==> src/rtl/pong_pkg.sv <==
// Shared definitions for the paddle game: FSM states, round-winner codes and
// the default screen geometry also used by the VGA controller.
package pong_pkg;

  typedef enum logic [1:0] {SERVE, PLAY, SCORED, OVER} state_t;

  typedef enum logic [2:0] {NONE = 3'd0, P1 = 3'd1, P2 = 3'd2} winner_t;

  localparam int BALL_HALF_W  = 10;
  localparam int BALL_HALF_H  = 15;
  localparam int GOAL_TOP_DEF = 200;
  localparam int GOAL_BOT_DEF = 280;
  localparam int SCR_X_MIN    = 10;
  localparam int SCR_X_MAX    = 628;
  localparam int SCR_Y_MIN    = 15;
  localparam int SCR_Y_MAX    = 463;

endpackage

==> src/rtl/box_overlap.sv <==
// Combinational strict-inequality overlap test between a box centred at
// (cx,cy) with the given half sizes and an exclusive-bound rectangle.
module box_overlap #(
  parameter int W = 12
) (
  input  logic signed [W-1:0] cx,
  input  logic signed [W-1:0] cy,
  input  logic signed [W-1:0] halfW,
  input  logic signed [W-1:0] halfH,
  input  logic signed [W-1:0] left,
  input  logic signed [W-1:0] right,
  input  logic signed [W-1:0] top,
  input  logic signed [W-1:0] bottom,
  output logic                hit
);

  always_comb begin
    hit = ((cx - halfW) < right) && ((cx + halfW) > left) &&
          ((cy - halfH) < bottom) && ((cy + halfH) > top);
  end

endmodule

==> src/rtl/ball_engine.sv <==
// Per-frame ball motion, wall/paddle bounces, goal detection and scoring.
// Everything advances only on a sampled frame_tick; outputs are registered.
module ball_engine
  import pong_pkg::*;
#(
  parameter int X_INIT       = 320,
  parameter int Y_INIT       = 240,
  parameter int X_MIN        = SCR_X_MIN,
  parameter int X_MAX        = SCR_X_MAX,
  parameter int Y_MIN        = SCR_Y_MIN,
  parameter int Y_MAX        = SCR_Y_MAX,
  parameter int HALF_W       = BALL_HALF_W,
  parameter int HALF_H       = BALL_HALF_H,
  parameter int SPEED_X      = 2,
  parameter int SPEED_Y      = 1,
  parameter int GOAL_TOP     = GOAL_TOP_DEF,
  parameter int GOAL_BOT     = GOAL_BOT_DEF,
  parameter int SERVE_FRAMES = 60,
  parameter int HOLD_FRAMES  = 90,
  parameter int WIN_SCORE    = 7
) (
  input  logic       clk,
  input  logic       reset,
  input  logic       frame_tick,
  input  logic [9:0] p1_left,
  input  logic [9:0] p1_right,
  input  logic [8:0] p1_top,
  input  logic [8:0] p1_bottom,
  input  logic [9:0] p2_left,
  input  logic [9:0] p2_right,
  input  logic [8:0] p2_top,
  input  logic [8:0] p2_bottom,
  output logic [9:0] ball_x,
  output logic [8:0] ball_y,
  output logic [2:0] winner,
  output logic [3:0] p1_score,
  output logic [3:0] p2_score,
  output logic       game_over
);

  localparam int CNT_W = 16;
  localparam logic signed [10:0] SPX  = 11'(SPEED_X);
  localparam logic signed [10:0] SPY  = 11'(SPEED_Y);
  localparam logic signed [10:0] XMN  = 11'(X_MIN);
  localparam logic signed [10:0] XMX  = 11'(X_MAX);
  localparam logic signed [10:0] YMN  = 11'(Y_MIN);
  localparam logic signed [10:0] YMX  = 11'(Y_MAX);
  localparam logic signed [10:0] GTOP = 11'(GOAL_TOP);
  localparam logic signed [10:0] GBOT = 11'(GOAL_BOT);

  function automatic logic [3:0] satInc(input logic [3:0] s);
    return (s == 4'hF) ? s : s + 4'd1;
  endfunction

  state_t             state;
  logic [CNT_W-1:0]   frameCnt;
  logic               dxRight;
  logic               dyDown;
  logic signed [10:0] nx;
  logic signed [10:0] ny;
  logic [8:0]         yNext;
  logic               dyNext;
  logic               hitP1;
  logic               hitP2;
  logic               paddleHit;
  logic               goalRow;
  logic               serveDone;
  logic               holdDone;

  // Candidate position: 11-bit signed so steps past either edge never wrap
  always_comb begin
    nx = dxRight ? signed'({1'b0, ball_x}) + SPX : signed'({1'b0, ball_x}) - SPX;
    ny = dyDown  ? signed'({2'b0, ball_y}) + SPY : signed'({2'b0, ball_y}) - SPY;
    yNext  = ny[8:0];
    dyNext = dyDown;
    if (ny <= YMN) begin
      yNext  = 9'(Y_MIN);
      dyNext = 1'b1;
    end else if (ny >= YMX) begin
      yNext  = 9'(Y_MAX);
      dyNext = 1'b0;
    end
    goalRow   = (ny > GTOP) && (ny < GBOT);
    paddleHit = dxRight ? hitP2 : hitP1;
    serveDone = (frameCnt == CNT_W'(SERVE_FRAMES - 1));
    holdDone  = (frameCnt == CNT_W'(HOLD_FRAMES - 1));
  end

  box_overlap #(.W(12)) p1Box (
    .cx(12'({nx[10], nx})), .cy(12'({ny[10], ny})),
    .halfW(12'(HALF_W)), .halfH(12'(HALF_H)),
    .left({2'b0, p1_left}), .right({2'b0, p1_right}),
    .top({3'b0, p1_top}), .bottom({3'b0, p1_bottom}),
    .hit(hitP1)
  );

  box_overlap #(.W(12)) p2Box (
    .cx(12'({nx[10], nx})), .cy(12'({ny[10], ny})),
    .halfW(12'(HALF_W)), .halfH(12'(HALF_H)),
    .left({2'b0, p2_left}), .right({2'b0, p2_right}),
    .top({3'b0, p2_top}), .bottom({3'b0, p2_bottom}),
    .hit(hitP2)
  );

  always_ff @(posedge clk) begin
    if (reset) begin
      state     <= SERVE;
      frameCnt  <= '0;
      dxRight   <= 1'b1;
      dyDown    <= 1'b1;
      ball_x    <= 10'(X_INIT);
      ball_y    <= 9'(Y_INIT);
      winner    <= NONE;
      p1_score  <= 4'd0;
      p2_score  <= 4'd0;
      game_over <= 1'b0;
    end else if (frame_tick) begin
      case (state)
        SERVE: begin
          if (serveDone) begin
            state    <= PLAY;
            frameCnt <= '0;
          end else begin
            frameCnt <= frameCnt + 1'b1;
          end
        end
        PLAY: begin
          ball_y <= yNext;
          dyDown <= dyNext;
          // A paddle hit outranks any wall or goal on the same step
          if (paddleHit) begin
            dxRight <= ~dxRight;
          end else if (nx <= XMN) begin
            ball_x <= 10'(X_MIN);
            if (goalRow) begin
              p2_score <= satInc(p2_score);
              winner   <= P2;
              state    <= SCORED;
              frameCnt <= '0;
            end else begin
              dxRight <= 1'b1;
            end
          end else if (nx >= XMX) begin
            ball_x <= 10'(X_MAX);
            if (goalRow) begin
              p1_score <= satInc(p1_score);
              winner   <= P1;
              state    <= SCORED;
              frameCnt <= '0;
            end else begin
              dxRight <= 1'b0;
            end
          end else begin
            ball_x <= nx[9:0];
          end
        end
        SCORED: begin
          if (holdDone) begin
            frameCnt <= '0;
            if (p1_score == 4'(WIN_SCORE) || p2_score == 4'(WIN_SCORE)) begin
              state     <= OVER;
              game_over <= 1'b1;
            end else begin
              // Serve toward whoever conceded the last goal
              state   <= SERVE;
              dxRight <= (winner == P1);
              winner  <= NONE;
              ball_x  <= 10'(X_INIT);
              ball_y  <= 9'(Y_INIT);
            end
          end else begin
            frameCnt <= frameCnt + 1'b1;
          end
        end
        default: ;
      endcase
    end
  end

endmodule

==> config.mk <==
export PLATFORM = sky130hd
export DESIGN_NAME = ball_engine
export DESIGN_NICKNAME = d
export VERILOG_FILES = /design/src/rtl/pong_pkg.sv /design/src/rtl/box_overlap.sv /design/src/rtl/ball_engine.sv
export SDC_FILE = /design/constraint.sdc
export NUM_CORES = 1
export LEC_CHECK = 0
export ABC_AREA = 1
export CORE_ASPECT_RATIO = 0.9
export CORE_MARGIN = 4
export CORE_UTILIZATION = 50
export DETAILED_ROUTE_END_ITERATION = 7
export PLACE_DENSITY = 0.83
export SETUP_SLACK_MARGIN = 0.5
export SLEW_MARGIN = 15
export SYNTH_ARGS = -nofsm -noshare
export SYNTH_HDL_FRONTEND = slang
export SYNTH_SLANG_ARGS = --single-unit
export TNS_END_PERCENT = 10
==> constraint.sdc <==
create_clock -name clk -period 5.4 [get_ports clk]
set_clock_uncertainty 0.1 [all_clocks]
set_input_delay 0.81 -clock clk [delete_from_list [all_inputs] [get_ports clk]]
set_output_delay 0.81 -clock clk [all_outputs]
set_load 0.02 [all_outputs]
# Word level (Yosys, flattened, before mapping)

Index checks and enable logic that the tools add are counted.

Add/subtract/negate cells: 11
Multiply operators: 0
Div/mod/pow operators: 0
Order comparisons: 14
Equal/unequal tests: 19
Shifts and indexed selects: 0
Multiplexer cells: 47
Bitwise gates (word level): 5
Reductions and logical operators: 22

Operators with widths:

| cell                  | count |
|---|---|
| $mux 16               | 6 |
| $mux 10               | 5 |
| $pmux 16 s3           | 1 |
| $mux 9                | 4 |
| $add 11x5->12 const B | 2 |
| $gt 12x10->1          | 2 |
| $gt 12x11->1          | 2 |
| $lt 12x10->1          | 2 |
| $lt 12x11->1          | 2 |
| $sub 11x5->12 const B | 2 |
| $le 11x5->1 const B   | 2 |
| $mux 11               | 2 |
| $mux 3                | 7 |
| $pmux 10 s2           | 1 |
| $pmux 9 s2            | 1 |
| $add 16x1->16 const B | 1 |
| $eq 16x6->1 const B   | 1 |
| $eq 16x7->1 const B   | 1 |
| $mux 2                | 7 |
| $reduce_and 7->1      | 2 |
| $ne 4x4->1 const B    | 3 |
| $reduce_and 4->1      | 3 |
| $reduce_and 6->1      | 2 |
| $add 10x2->11 const B | 1 |
| other kinds (28)      | 56 |

Flip-flop bits (word level): 51
Bits in latches: 0
RAM bits: 0
ROM bits: 0
Input port bits: 79
Output and inout port bits: 31
Word-level logic and storage cells: 128
Memories: 0

# Longest topological paths before layout

Gate-level depths: netlist of run 1.

Depth after elaboration: 10
Gate-level depth with buffers: 31
Gate-level depth less buffers: 30

# By module

From an unflattened synthesis of run 1, not the netlist that was laid out.

Cell total of the unflattened synthesis: 1795
Area, all modules: 11369.7 um^2

By module, submodules not included:

| module              | instances | cells an instance | area an instance (um^2) | seq. area each (um^2) |
|---|---|---|---|---|
| ball_engine         | 1         | 661               | 4249.1                  | 980.9 |
| box_overlap (p2Box) | 1         | 571               | 3575.9                  | 0.0 |
| box_overlap (p1Box) | 1         | 563               | 3544.6                  | 0.0 |

# Worst setup path before layout of run 1

Ideal clock, no wire load.

Path kind: reg-to-reg
From: reg ball_y[0]
To: reg ball_x[1]
Setup time: 0.120 ns
Arrival: 3.793 ns
Required time: 5.180 ns
Setup slack: 1.387 ns
Cell stages (with the launch flop): 31
Path buffers: 2
Clock period less this slack: 4.013 ns
Cell sequence: dfxtp_1 > inv_2 > ha_1 > xor2_2 > inv_1 > ha_1 > inv_1 > nor2_1 > nand2_1 > inv_1 > nor2_1 > xor2_1 > ha_1 > nand2_1 > nor2_1 > a211oi_1 > nand2_1 > a21oi_1 > nand4_1 > nand2_1 > nand3_1 > nor2_1 > nand3_2 > nand2_2 > nand2_2 > buf_6 > nand2_4 > buf_6 > nand2_1 > nand2_1 > a21oi_1

Cells in the longest elaborated chain, start to end: 9
Elaborated cells on any way between the ends: 16
Classes of those cells: add/sub: 4; order compare: 4; eq/ne: 1; mux: 2; reduce/logical: 5

RTL lines:

| item                                                | line               | text |
|---|---|---|
| from (decl)                                         | ball_engine.sv:34  | `output logic [8:0] ball_y,` |
| from (signal assigned)                              | ball_engine.sv:112 | `ball_y <= 9'(Y_INIT);` |
| from (signal assigned)                              | ball_engine.sv:128 | `ball_y <= yNext;` |
| from (signal assigned)                              | ball_engine.sv:169 | `ball_y <= 9'(Y_INIT);` |
| $sub 9x1->10 / $add 9x1->10 (equally long branches) | ball_engine.sv:73  | `ny = dyDown ? signed'({2'b0, ball_y}) + SPY : signed'({2'b0, ball_y}) - SPY;` |
| $mux 11 *                                           | ball_engine.sv:73  |  |
| $sub 11x5->12                                       | box_overlap.sv:19  | `((cy - halfH) < bottom) && ((cy + halfH) > top);` |
| $lt 12x10->1                                        | box_overlap.sv:19  |  |
| $logic_and 1x1->1                                   | box_overlap.sv:18  | `hit = ((cx - halfW) < right) && ((cx + halfW) > left) &&` |
| $logic_and 1x1->1                                   | box_overlap.sv:19  |  |
| $mux 1 *                                            | ball_engine.sv:84  | `paddleHit = dxRight ? hitP2 : hitP1;` |
| $ne 2x2->1 (no source line) *                       | n/a                |  |
| $reduce_and 5->1 (no source line) *                 | n/a                |  |
| to (signal assigned)                                | ball_engine.sv:111 | `ball_x <= 10'(X_INIT);` |
| to (signal assigned)                                | ball_engine.sv:134 | `ball_x <= 10'(X_MIN);` |
| to (signal assigned)                                | ball_engine.sv:144 | `ball_x <= 10'(X_MAX);` |
| to (decl)                                           | ball_engine.sv:33  | `output logic [9:0] ball_x,` |

Every way passes the cells marked *; elsewhere a longest branch is shown, timed or not.
A chain may end at the register's enable or synchronous reset.

# Final worst setup path of run 1

From: reg ball_y[0]
To: reg ball_x[6]

Same word-level chain as after synthesis.

==> results of run 1 <==
-- critical path, delay by kind of cell, from the launching register on --
family,cells,cell delay (ns)
AOI/OAI and AO/OA,3,0.47
and+or+nand+nor,16,1.75
buffers and inverters,4,0.39
xor gates and xnor gates,2,0.47
adders and majority gates,3,0.82
DFF,1,0.41
-- state kept, by name (all words and copies together), names as in the netlist --
name	cells
game_over	1
ball_x	9
ball_y	9
p1_score	4
winner	2
frameCnt	16
state	2
dyDown	1
p2_score	4
dxRight	1
-- cell usage in the layout, fill, tap and decap left out, types with 7 or more instances in the layout --
master,count
dfxtp_1,48
a21oi_1,84
nand2_2,21
o211ai_1,8
o21ai_1,8
a211oi_1,8
nor3_1,11
clkdlybuf4s50_1,107
nand2_1,230
inv_1,169
nand3_1,86
xor2_1,39
nand4_1,36
o21ai_0,25
inv_2,7
nor2_2,9
nand3_2,8
ha_1,94
nor2_1,93
-- final cells by class --
cell class	count	share of cell area, %
sequential	49	12.4
inverter	180	8.53
timing repair buffer	110	13.8
multi-input combinational	804	60.8
clock inverter	2	0.205
clock buffer	6	1.75
tap	164	2.59
-- stage by stage --
| stage | hold WS [ns] | area, um2 | setup slack (ns) | util, % |
|---|---|---|---|---|
| detailed placement | 0.343 | 7760 | 0.582 | 60.7 |
| global placement | 0.344 | 7760 | 0.717 | 60.7 |
| finish | 0.354 | 7930 | 0.871 | 62.0 |
| CTS | 0.356 | 7920 | 0.553 | 61.9 |
| floorplan | 0.364 | 6590 | 1.39 | - |
| global route | 0.378 | 7930 | 0.507 | 62.0 |
-- kinds of logic after synthesis --
| group | share of synthesized area (%) |
|---|---|
| AOI/OAI and AO/OA | 12.9 |
| xor gates and xnor gates | 5.57 |
| adders and majority gates | 18.2 |
| buffers and inverters | 12.1 |
| DFF | 14.9 |
| other | 0.0570 |
| and+or+nand+nor | 36.3 |
-- path summary, 6_finish.rpt --
| check | start | endpoint | depth (start not counted) |
|---|---|---|---|
| hold reg to reg | game_over | game_over | 2 |
| setup reg to reg | ball_y[0] | ball_x[6] | 28 |
| setup / recovery | ball_y[0] | ball_x[6] | 28 |
| hold / removal | game_over | game_over | 2 |
-- power groups by stage --
stage / Combinational [W] / Clock [W] / Sequential, W
after floorplan: 0.000714 / 0 / 0.000417
after global placement: 0.000956 / 0 / 0.000411
after CTS: 0.000980 / 0.000330 / 0.000403
after detailed placement: 0.000972 / 0 / 0.000412
after global routing: 0.00112 / 0.000346 / 0.000407
final: 0.000993 / 0.000324 / 0.000404
-- metal layers --
metal	up-vias	global-route usage [%]
li1	3643	-
met1	3072	30.1
met2	220	36.1
met3	19	2.45
met4	0	4.41
met5	-	0
-- what timing repair did --
item                                    in CTS  in global routing
resized for setup                            0                  3
endpoints found under the setup margin       0                 29
hold buffers                                 0                  0
==> results.py, run 1 <==
metrics = {
    "sta": {
        "hold_violations": 0,
        "fin_setup_tns_ns": 0,
        "fin_crit_ns": 4.53,
        "clock.fmax_mhz": 221,
        "fin_crit_sh_pct": 83.9,
        "setup_viol": 0,
        "slew_violations": 0,
        "rsz0062_at_grt": "no",
        "slew_headroom_pct": 60.3,
        "tightest_slew_ns": 0.596,
    },
    "synthesis": {
        "synth_edf_count": 0,
        "yosys_most_used_dff": "dfxtp_1",
        "ys_seq_elements": 49,
        "syn_avg_cell_area_um2": 6.25,
        "synth_top_cell_area_share_pct": 17.9,
        "syn_area_um2": 6580,
        "yosysTopAreaCell": "ha_1",
        "synth_area_leaders": "ha_1, dfxtp_1, nand2_1",
        "synthTopCellsByCount": "nand2_1, inv_1, ha_1",
        "ys_async_sr_fraction_pct": 0,
        "yosysSeqAreaShare_pct": 14.9,
        "synth.distinct_cells": 48,
        "syn-instance-count": 1054,
        "yosys_warnings": 0,
        "synth.most_common_cell": "nand2_1",
    },
    "power": {
        "switching_share_pct": 44.7,
        "p_per_area_nw_per_um2": 217,
        "clkPwrFrac_pct": 18.8,
        "pwr-share-seq_pct": 23.5,
        "p_int_w": 0.000951,
        "p_leak_nw": 3.94,
        "irDropWorstVdd_v": 0.000130,
        "p_switching_w": 0.000769,
        "power_w": 0.00172,
        "combPwrFrac_pct": 57.7,
    },
    "setup_path": {
        "path_class": "reg2reg",
        "r2r_slack_ns": 0.87,
        "critPathLaunchType": "flip-flop",
        "max_stage_delay_ns": 0.41,
        "worstPathRequired_ns": 5.47,
        "critPathMaxFanout": 20,
        "cp_slowest_cell": "dfxtp_2",
        "cp-end-kind": "flip-flop",
        "arrival_ns": 4.60,
    },
    "drt": {
        "drt_wl_total_um": 17000,
        "wl_met1_um": 8170,
        "wl_met2_um": 7600,
        "drt_pass1_iterations": 5,
        "maxUsedRoutingLayer": "met4",
        "drcViolationCount": 0,
        "wl_met3_um": 1040,
        "via_per_inst": 5.29,
        "wl_per_cell_um": 12.9,
        "vias": 6954,
        "drtAntennaViolNets": 0,
        "drt_iter0_markers": 509,
    },
    "place": {
        "dp.cells": 1307,
        "gp_congestion": 0.932,
        "port_buffers": 107,
        "post-dp-hpwl_um": 13700,
    },
    "floorplanning": {
        "rows": 39,
        "start_util_pct": 51.5,
        "ioPinCount": 110,
        "die-area_um2": 15100,
        "coreArea_um2": 12800,
        "die_w_um": 129,
        "die_h_um": 117,
    },
    "finish": {
        "fin_nets": 1324,
        "diodes": 0,
        "multiInputGateArea_um2": 4820,
        "fillers": 1183,
        "seq_area_um2": 982,
        "area_growth_pct": 20.5,
        "layout-drive-gt1-share_pct": 6.60,
        "stdcell_count": 1315,
    },
    "grt": {
        "grt_use_total_pct": 21.6,
        "antenna_found_initial": 0,
        "grt_pass1_wl_um": 27600,
        "grt_pass1_vias": 6049,
        "grt_max_degree": 38,
        "grt-ovfl-total": 0,
    },
    "cts": {
        "cts_buffers": 5,
        "clk_pin_slew_ns": 0.07,
        "cts_tree": "yes",
        "clock_path_buffers": 2,
        "cts.sinks": 49,
        "cts_root_buf": "clkbuf_16",
        "h-tree-depth": 2,
        "clock_latency_ns": 0.29,
        "cts_setup_buffers": 0,
    },
    "outcome": {
        "status": "finished, final reports clean",
    },
    "worst_hold_path": {
        "hp-class": "reg2reg",
    },
    "flow_run": {
        "maxCapViolCount": 0,
    },
}
No activity file was read; power rests on OpenSTA's default activity.
==> run 2: changes to the inputs <==
- clock period: 5.4 -> 4.7 ns (I/O delays scaled with it)
==> results.py, run 2 (synthesis gave the netlist of run 1 again) <==
metrics = {
    "place": {
        "gp_congestion": 1.02,
        "port_buffers": 107,
        "placed_cell_area_um2": 7800,
        "post-dp-hpwl_um": 13800,
    },
    "drt": {
        "drtAntennaViolNets": 0,
        "drt_pass1_iterations": 5,
        "drcViolationCount": 0,
        "drt_iter0_markers": 530,
        "vias": 7185,
        "via_per_inst": 5.41,
        "wl_per_cell_um": 13.4,
        "drt_wl_total_um": 17900,
    },
    "power": {
        "irDropWorstVdd_v": 0.000145,
        "p_per_area_nw_per_um2": 249,
        "p_leak_nw": 4.04,
    },
    "sta": {
        "clock.fmax_mhz": 250,
        "slew_violations": 0,
        "fin_crit_ns": 4.00,
        "setup_viol": 0,
        "fin_setup_tns_ns": 0,
        "fin_crit_sh_pct": 85.1,
        "slew_headroom_pct": 61.1,
        "hold_violations": 0,
        "rsz0062_at_grt": "yes",
        "tightest_slew_ns": 0.584,
    },
    "floorplanning": {
        "die_h_um": 117,
        "ioPinCount": 110,
        "die_w_um": 129,
        "start_util_pct": 51.5,
        "die-area_um2": 15100,
        "coreArea_um2": 12800,
        "rows": 39,
    },
    "grt": {
        "grt_max_degree": 38,
        "grt_pass1_vias": 6358,
        "grt-ovfl-total": 0,
        "antenna_found_initial": 0,
        "grt_use_total_pct": 22.7,
        "grt_pass1_wl_um": 29000,
    },
    "worst_hold_path": {
        "hp-class": "reg2reg",
        "whs_endpoint": "game_over",
        "min-delay-start": "game_over",
        "min_path_cells": 2,
    },
    "setup_path": {
        "critPathMaxFanout": 9,
        "cp_slowest_cell": "dfxtp_4",
        "r2r_slack_ns": 0.70,
        "r2r-end": "state[0]",
        "arrival_ns": 4.08,
        "crit_top_cell": "nand2_1",
        "path_class": "reg2reg",
        "critPathLaunchType": "flip-flop",
        "reg2reg_depth": 28,
        "worstPathRequired_ns": 4.79,
        "r2r-start": "ball_y[0]",
        "cp-end-kind": "flip-flop",
        "max_stage_delay_ns": 0.37,
    },
    "cts": {
        "cts_hold_buf": 0,
        "clock_latency_ns": 0.29,
        "clk_pin_slew_ns": 0.06,
        "cts.sinks": 49,
        "cts_buffers": 5,
        "h-tree-depth": 2,
        "clock_path_buffers": 2,
        "cts_tree": "yes",
        "cts_root_buf": "clkbuf_16",
    },
    "finish": {
        "final_cell_mix": "nand2_1, inv_1, clkdlybuf4s50_1",
        "top_regs": "frameCnt (16), ball_x (9), ball_y (9)",
        "fin_nets": 1338,
        "top_register": "frameCnt",
        "design_area_um2": 8290,
        "final_common_cell": "nand2_1",
        "layout-drive-gt1-share_pct": 11.0,
        "largest_register_ffs": 16,
        "diodes": 0,
        "area_growth_pct": 26.0,
    },
    "flow_run": {
        "maxCapViolCount": 0,
    },
    "outcome": {
        "status": "finished, final reports clean",
    },
}
-- run 2: cell types whose count changed in the layout (fill, tap and decap cells not counted), moves of 5 or more --
cell	delta
nor2_1	-6
buf_4	+10
dfxtp_1	-5
ha_1	-6
-- run 2: stage by stage --
stage / instances / utilization, % / hold WS [ns] / worst slack, ns / power, W
final: 1329 / 64.9 / 0.352 / 0.702 / 0.00206
after global routing: 1329 / 64.9 / 0.397 / 0.402 / 0.00227
after floorplan: 1055 / - / 0.364 / 0.687 / 0.00130
after detailed placement: 1312 / 61.0 / 0.342 / 0.438 / 0.00161
after CTS: 1321 / 62.3 / 0.355 / 0.520 / 0.00199
after global placement: 1312 / 61.0 / 0.337 / 0.553 / 0.00158
-- run 2: area by class of cell --
cell class	count	area, um2
clock buffer	6	139
timing repair buffer	123	1220
tap	164	205
sequential	49	993
fill	1113	4490
multi-input combinational	805	5030
clock inverter	2	17.5
inverter	180	686
-- run 2: where the power goes --
| group | switching (W) | total, W | internal, W |
|---|---|---|---|
| registers | 0.0000282 | 0.000464 | 0.000435 |
| clock network | 0.000160 | 0.000374 | 0.000215 |
| logic | 0.000741 | 0.00122 | 0.000483 |
| total | 0.000929 | 0.00206 | 0.00113 |
-- run 2: critical path, delay by kind of cell, from the launching register on --
kind | cells | cell delay [ns]
and+or+nand+nor | 19 | 1.87
DFF | 1 | 0.37
buffers and inverters | 3 | 0.39
AOI/OAI and AO/OA | 3 | 0.50
adders and majority gates | 2 | 0.50
xor gates and xnor gates | 1 | 0.18
-- run 2: layer usage --
layer  part of all wire [%]  GRT usage, %  vias to the layer above
li1                       -             -                     3685
met1                     46          31.7                     3220
met2                     45          37.7                      246
met3                    7.0          3.09                       34
met4                    2.3          4.83                        0
met5                      0             0                        -
-- run 2: worst max-delay path by stage --
stage                         start          end
final                     ball_y[0]     state[0]
after global routing      ball_y[0]     state[0]
after CTS                   dxRight    ball_x[6]
after floorplan           ball_y[0]    ball_x[1]
after global placement      dxRight  frameCnt[1]
after detailed placement    dxRight  frameCnt[1]
-- run 2: timing repair --
item                                    CTS  global route
endpoints found under the setup margin   10            38
pin swaps                                 0            13
endpoints found under the hold margin     0             0
setup buffers                             1             6
resized for setup                         1            62
cloned                                    0             2
